**config.mk**
```make
export PLATFORM = sky130hd
export DESIGN_NAME = subtree_fanin_collector
export DESIGN_NICKNAME = d
export VERILOG_FILES = /design/src/rtl/subtree_fanin_pkg.sv /design/src/rtl/rr_arbiter5.sv /design/src/rtl/subtree_fanin_collector.sv
export SDC_FILE = /design/constraint.sdc
export NUM_CORES = 1
export LEC_CHECK = 0
export CORE_ASPECT_RATIO = 0.9
export CORE_MARGIN = 2
export CORE_UTILIZATION = 56
export CTS_CLUSTER_SIZE = 40
export DETAILED_ROUTE_END_ITERATION = 10
export PLACE_DENSITY = 0.82
export SYNTH_ARGS = -nofsm -noshare
export SYNTH_HDL_FRONTEND = slang
export SYNTH_HIERARCHICAL = 1
export SYNTH_SLANG_ARGS = --single-unit
```
**constraint.sdc**
```tcl
create_clock -name clk -period 7.25 [get_ports clk]
set_input_delay 1.8125 -clock clk [delete_from_list [all_inputs] [get_ports clk]]
set_output_delay 1.8125 -clock clk [all_outputs]
set_load 0.02 [all_outputs]
```
**src/rtl/subtree_fanin_pkg.sv**
```systemverilog
// Shared constants and types for the five-child fan-in collector.
package subtree_fanin_pkg;

    localparam int NUM_CHILD = 5;
    localparam int SRC_W     = 3;
    localparam int STAT_W    = 16;

    typedef logic [SRC_W-1:0] src_idx_t;

    // Child index 'step' positions after 'base', wrapping modulo NUM_CHILD.
    function automatic src_idx_t rr_next(input src_idx_t base, input int unsigned step);
        int unsigned s;
        s = int'(base) + step;
        return src_idx_t'(s % NUM_CHILD);
    endfunction

endpackage

```
**src/rtl/rr_arbiter5.sv**
```systemverilog
// Five-way round-robin arbiter: searches from the child after the last grant,
// and only moves its pointer when the caller reports a completed transfer.
module rr_arbiter5
    import subtree_fanin_pkg::*;
(
    input  logic                 clk,
    input  logic                 rst_n,
    input  logic [NUM_CHILD-1:0] req,
    input  logic                 advance,
    output logic [NUM_CHILD-1:0] grant,
    output src_idx_t             grant_idx
);

    src_idx_t last_q;

    always_comb begin
        src_idx_t cand;
        logic     found;
        grant     = '0;
        grant_idx = last_q;
        found     = 1'b0;
        cand      = last_q;
        for (int k = 1; k <= NUM_CHILD; k++) begin
            cand = rr_next(last_q, k);
            if (!found && req[cand]) begin
                grant[cand] = 1'b1;
                grant_idx   = cand;
                found       = 1'b1;
            end
        end
    end

    // Reset to the last child so child 0 wins first.
    always_ff @(posedge clk or negedge rst_n) begin
        if (!rst_n)
            last_q <= src_idx_t'(NUM_CHILD - 1);
        else if (advance)
            last_q <= grant_idx;
    end

endmodule

```
**src/rtl/subtree_fanin_collector.sv**
```systemverilog
// Merges five child streams into one FIFO-buffered output, tagging each beat
// with its source. Optional per-child beat counters: SUBTREE_FANIN_STATS_EN.
module subtree_fanin_collector
    import subtree_fanin_pkg::*;
#(
    parameter int DATA_W     = 8,
    parameter int FIFO_DEPTH = 4
) (
    input  logic                          clk,
    input  logic                          rst_n,
    input  logic [NUM_CHILD-1:0]          in_valid,
    input  logic [NUM_CHILD*DATA_W-1:0]   in_data,
    output logic [NUM_CHILD-1:0]          in_ready,
    output logic                          out_valid,
    output logic [DATA_W-1:0]             out_data,
    output logic [SRC_W-1:0]              out_src,
    input  logic                          out_ready,
`ifdef SUBTREE_FANIN_STATS_EN
    output logic [NUM_CHILD*STAT_W-1:0]   stat_cnt,
`endif
    output logic [$clog2(FIFO_DEPTH):0]   fill
);

    localparam int AW = $clog2(FIFO_DEPTH);

    typedef struct packed {
        src_idx_t          src;
        logic [DATA_W-1:0] data;
    } entry_t;

    entry_t              mem [FIFO_DEPTH];
    logic [AW-1:0]       wr_ptr, rd_ptr;
    logic                full, push, pop;
    logic [NUM_CHILD-1:0] req, grant;
    src_idx_t            grant_idx;
    logic [DATA_W-1:0]   push_data;

    // Full blocks every grant, even when the head is popped this same cycle.
    assign full = (fill == (AW+1)'(FIFO_DEPTH));
    assign req  = in_valid & {NUM_CHILD{~full & rst_n}};

    rr_arbiter5 u_arb (
        .clk       (clk),
        .rst_n     (rst_n),
        .req       (req),
        .advance   (push),
        .grant     (grant),
        .grant_idx (grant_idx)
    );

    assign in_ready = grant;
    assign push     = |grant;
    assign pop      = out_valid & out_ready;

    always_comb begin
        push_data = '0;
        for (int i = 0; i < NUM_CHILD; i++)
            if (grant[i]) push_data = in_data[i*DATA_W +: DATA_W];
    end

    always_ff @(posedge clk or negedge rst_n) begin
        if (!rst_n) begin
            wr_ptr <= '0;
            rd_ptr <= '0;
            fill   <= '0;
        end else begin
            if (push) wr_ptr <= wr_ptr + 1'b1;
            if (pop)  rd_ptr <= rd_ptr + 1'b1;
            case ({push, pop})
                2'b10:   fill <= fill + 1'b1;
                2'b01:   fill <= fill - 1'b1;
                default: ;
            endcase
        end
    end

    always_ff @(posedge clk) begin
        if (push) mem[wr_ptr] <= '{src: grant_idx, data: push_data};
    end

    assign out_valid = (fill != '0);
    assign out_data  = mem[rd_ptr].data;
    assign out_src   = mem[rd_ptr].src;

`ifdef SUBTREE_FANIN_STATS_EN
    for (genvar c = 0; c < NUM_CHILD; c++) begin : g_stat
        logic [STAT_W-1:0] cnt;
        always_ff @(posedge clk or negedge rst_n) begin
            if (!rst_n)
                cnt <= '0;
            else if (grant[c] && (cnt != '1))
                cnt <= cnt + 1'b1;
        end
        assign stat_cnt[c*STAT_W +: STAT_W] = cnt;
    end
`endif

endmodule
```
==> flow_summary.yaml <==
outcome:
  status: "complete, no violations"
synthesis:
  syn_avg_cell_area_um2: 9.983
  synth_xor_area_frac: 0.03335
  synth-seq-cells: 54
  synth_top_family_by_area: "compound AO/OA/AOI/OAI gates"
  synth_top_area_share: 0.2840
  synthCells: 466
  synth.area.top_cells: "edfxtp_1 (28%), ha_1 (7.3%), mux4_2 (5.3%), dfrtp_1 (4.8%), nand2_1 (3.2%)"
  async_flop_share: 0.1852
  synthMuxAreaShare: 0.09172
  synth_area_leader_cell: "edfxtp_1"
  seq_area_frac_synth: 0.3381
  ys_types: 89
  synthSimpleGateAreaFrac: 0.2031
  synth_edf_count: 44
  yosysWarnings: 6
  syn_nets: 542
  synth_compound_area_frac: 0.2114
  synthAdderAreaFrac: 0.07692
  ys.flop_type: "edfxtp_1"
  syn-cell-area_um2: 4652
grt:
  grt_use_met1: 0.3496
  grt_first_pass_wirelength_um: 20020
  grtUsageMet3: 0.02941
  antenna_found_initial: 0
  met2_usage: 0.4966
  grt_usage: 0.2767
  busiest_layer: "met2"
  grt_pass1_vias: 4083
  grt_max_degree: 21
  overflow: 0
floorplanning:
  core-area_um2: 8068
  dieWidth_um: 100.1
  num_rows: 31
  die_y_um: 90.47
  start_util: 0.5766
  dieArea_um2: 9053
  num_io_pins: 68
timing:
  period_minus_slack_ns: 6.868
  skew_ns: 0.01347
  finalSetupViolCount: 0
  slew_headroom: 0.4799
  hold_violations: 0
  max_freq_ghz: 0.1456
  slew_violations: 0
  hold_slack_ns: 0.5492
  tightestPinTransition_ns: 0.7755
  period_share: 0.9473
finish:
  drive_gt1_frac: 0.1685
  antenna_cells: 0
  area_growth_pct: 22.81
  instances_no_fill: 651
  final_area_um2: 5713
  fin_util: 0.7081
  nets: 627
placed_design:
  gp_congestion: 0.8849
  io_buffers: 67
  dp.cells: 642
  placed_cell_area_um2: 5580
  dp_hpwl_um: 9778
setup_path:
  path_class: "flip-flop to primary output"
  critPathLaunch: "u_arb/last_q[1]$_DFFE_PN0P_"
  cp_max_fo: 10
  arrival_ns: 5.06
  worstSetupEndpointType: "primary output"
  timing.critical_path.from_type: "flip-flop"
  required_ns: 5.44
  r2r-start: "u_arb/last_q[1]$_DFFE_PN0P_"
clock_tree:
  htreeDepth: 2
  hold_buffers: 0
  clock_sinks: 54
  cts_made_buffers: 5
  cts_tree: "built"
  cts.clk_slew.worst_paths_ns: 0.11
  cts_buffer_depth: 2
  clock_latency_ns: 0.31
  cts_root_buffer: "clkbuf_8"
min_path:
  hold_start: "fill[0]$_DFFE_PN0P_"
  hold_path_class: "flip-flop to flip-flop"
detailed_routing:
  drt_pass1_iterations: 6
  vias: 4118
  postRouteAntennaNets: 0
  viasPerCell: 6.326
  drc_errors: 0
  wl_per_cell_um: 19.16
  drt_iter0_drc: 421
  drt_wl_total_um: 12470
run:
  cap_violations: 0
critical path: stages (launching register included):
cell and delay [ns]:
dfrtp_2 0.50, ha_1 0.26, nor2b_1 0.19, nor2_1 0.19, inv_1 0.12, ha_1 0.28, nor4b_4 0.32, nor3_1 0.13
xnor2_2 0.18, ha_1 0.24, nor2b_1 0.15, a21oi_1 0.17, o2bb2ai_2 0.23, nor2_1 0.07, a221oi_1 0.34, a31oi_2 0.20
nor4b_4 0.30, nand2_1 0.10, o221a_1 0.22, o21ai_0 0.25, buf_2 0.28
state kept, by name (all words and copies together), names as in the netlist:
register / flops
fill: 3
mem: 44
rd_ptr: 2
u_arb/last_q: 3
wr_ptr: 2
worst paths after layout:
path	to	slack, ns	depth (start not counted)
worst max-delay path	in_ready[0]	0.38	20
worst min-delay path	fill[0]$_DFFE_PN0P_	0.55	1
worst max register to register	fill[2]$_DFFE_PN0P_	0.92	27
worst min register to register	fill[0]$_DFFE_PN0P_	0.55	1
max in group asynchronous	u_arb/last_q[2]$_DFFE_PN1P_	5.19	2
min in group asynchronous	fill[0]$_DFFE_PN0P_	1.83	2
cells by family (layout without fill, tap and decap cells):
logic type	count (synthesis)	in the layout
AND/OR/NAND/NOR	160	160
AO/OA/AOI/OAI	130	130
flip-flops	54	54
buffers and inverters	51	137
adder cells (fa/ha/maj)	28	28
multiplexers	27	27
XOR/XNOR	16	16
stage by stage:
step / setup slack [ns] / TNS [ns]
5_1_grt: -0.004018 / -0.004018
4_1_cts: 0.04474 / 0
6_report: 0.3819 / 0
3_5_place_dp: 0.09249 / 0
2_1_floorplan: 0.7241 / 0
3_3_place_gp: 0.1835 / 0
layout make-up:
cell class	count	area, um2
Timing Repair Buffer	97	900.9
Sequential cell	54	1574
Tap cell	99	123.9
Multi-Input combinational cell	361	2894
Clock inverter	3	28.78
Fill cell	599	2355
Clock buffer	5	68.82
Inverter	32	122.6
synth_stat cells (5+ instances only):
| master | number |
|---|---|
| a211oi_1 | 5 |
| a21oi_1 | 23 |
| a31oi_1 | 6 |
| a41oi_1 | 7 |
| and2_1 | 9 |
| buf_2 | 5 |
| clkbuf_1 | 10 |
| dfrtp_1 | 9 |
| edfxtp_1 | 44 |
| ha_1 | 27 |
| inv_1 | 30 |
| mux2i_1 | 9 |
| mux4_2 | 11 |
| nand2_1 | 40 |
| nand2b_1 | 10 |
| nand3_1 | 7 |
| nand3b_1 | 12 |
| nand4_1 | 5 |
| nor2_1 | 23 |
| nor2b_1 | 9 |
| nor3_1 | 6 |
| o211ai_1 | 10 |
| o21a_1 | 6 |
| o21ai_0 | 19 |
| o22ai_1 | 7 |
| o31a_1 | 5 |
| or3_1 | 8 |
| xnor2_1 | 11 |
placed cells by master (no fill, tap or decap), types with 12 or more instances in the layout:
cell,instances
nand2_1,40
buf_4,30
inv_1,30
nor2_1,23
edfxtp_1,44
nand3b_1,12
ha_1,27
clkdlybuf4s50_1,62
a21oi_1,23
o21ai_0,19
repair_timing:
item	4_1_cts	5_1_grt
setup endpoints to repair	5	5
pin swaps	0	1
hold endpoints to repair	0	0
buffers inserted	0	1
resized for setup	4	9
metal layers:
layer	part of all wire	wire (um)
met4	0.026	323
met3	0.050	618
met2	0.51	6414
met5	0	0
met1	0.41	5116
Power is not shown: default switching activity piles up to over one toggle a cycle in this logic, so the estimate is an artifact.
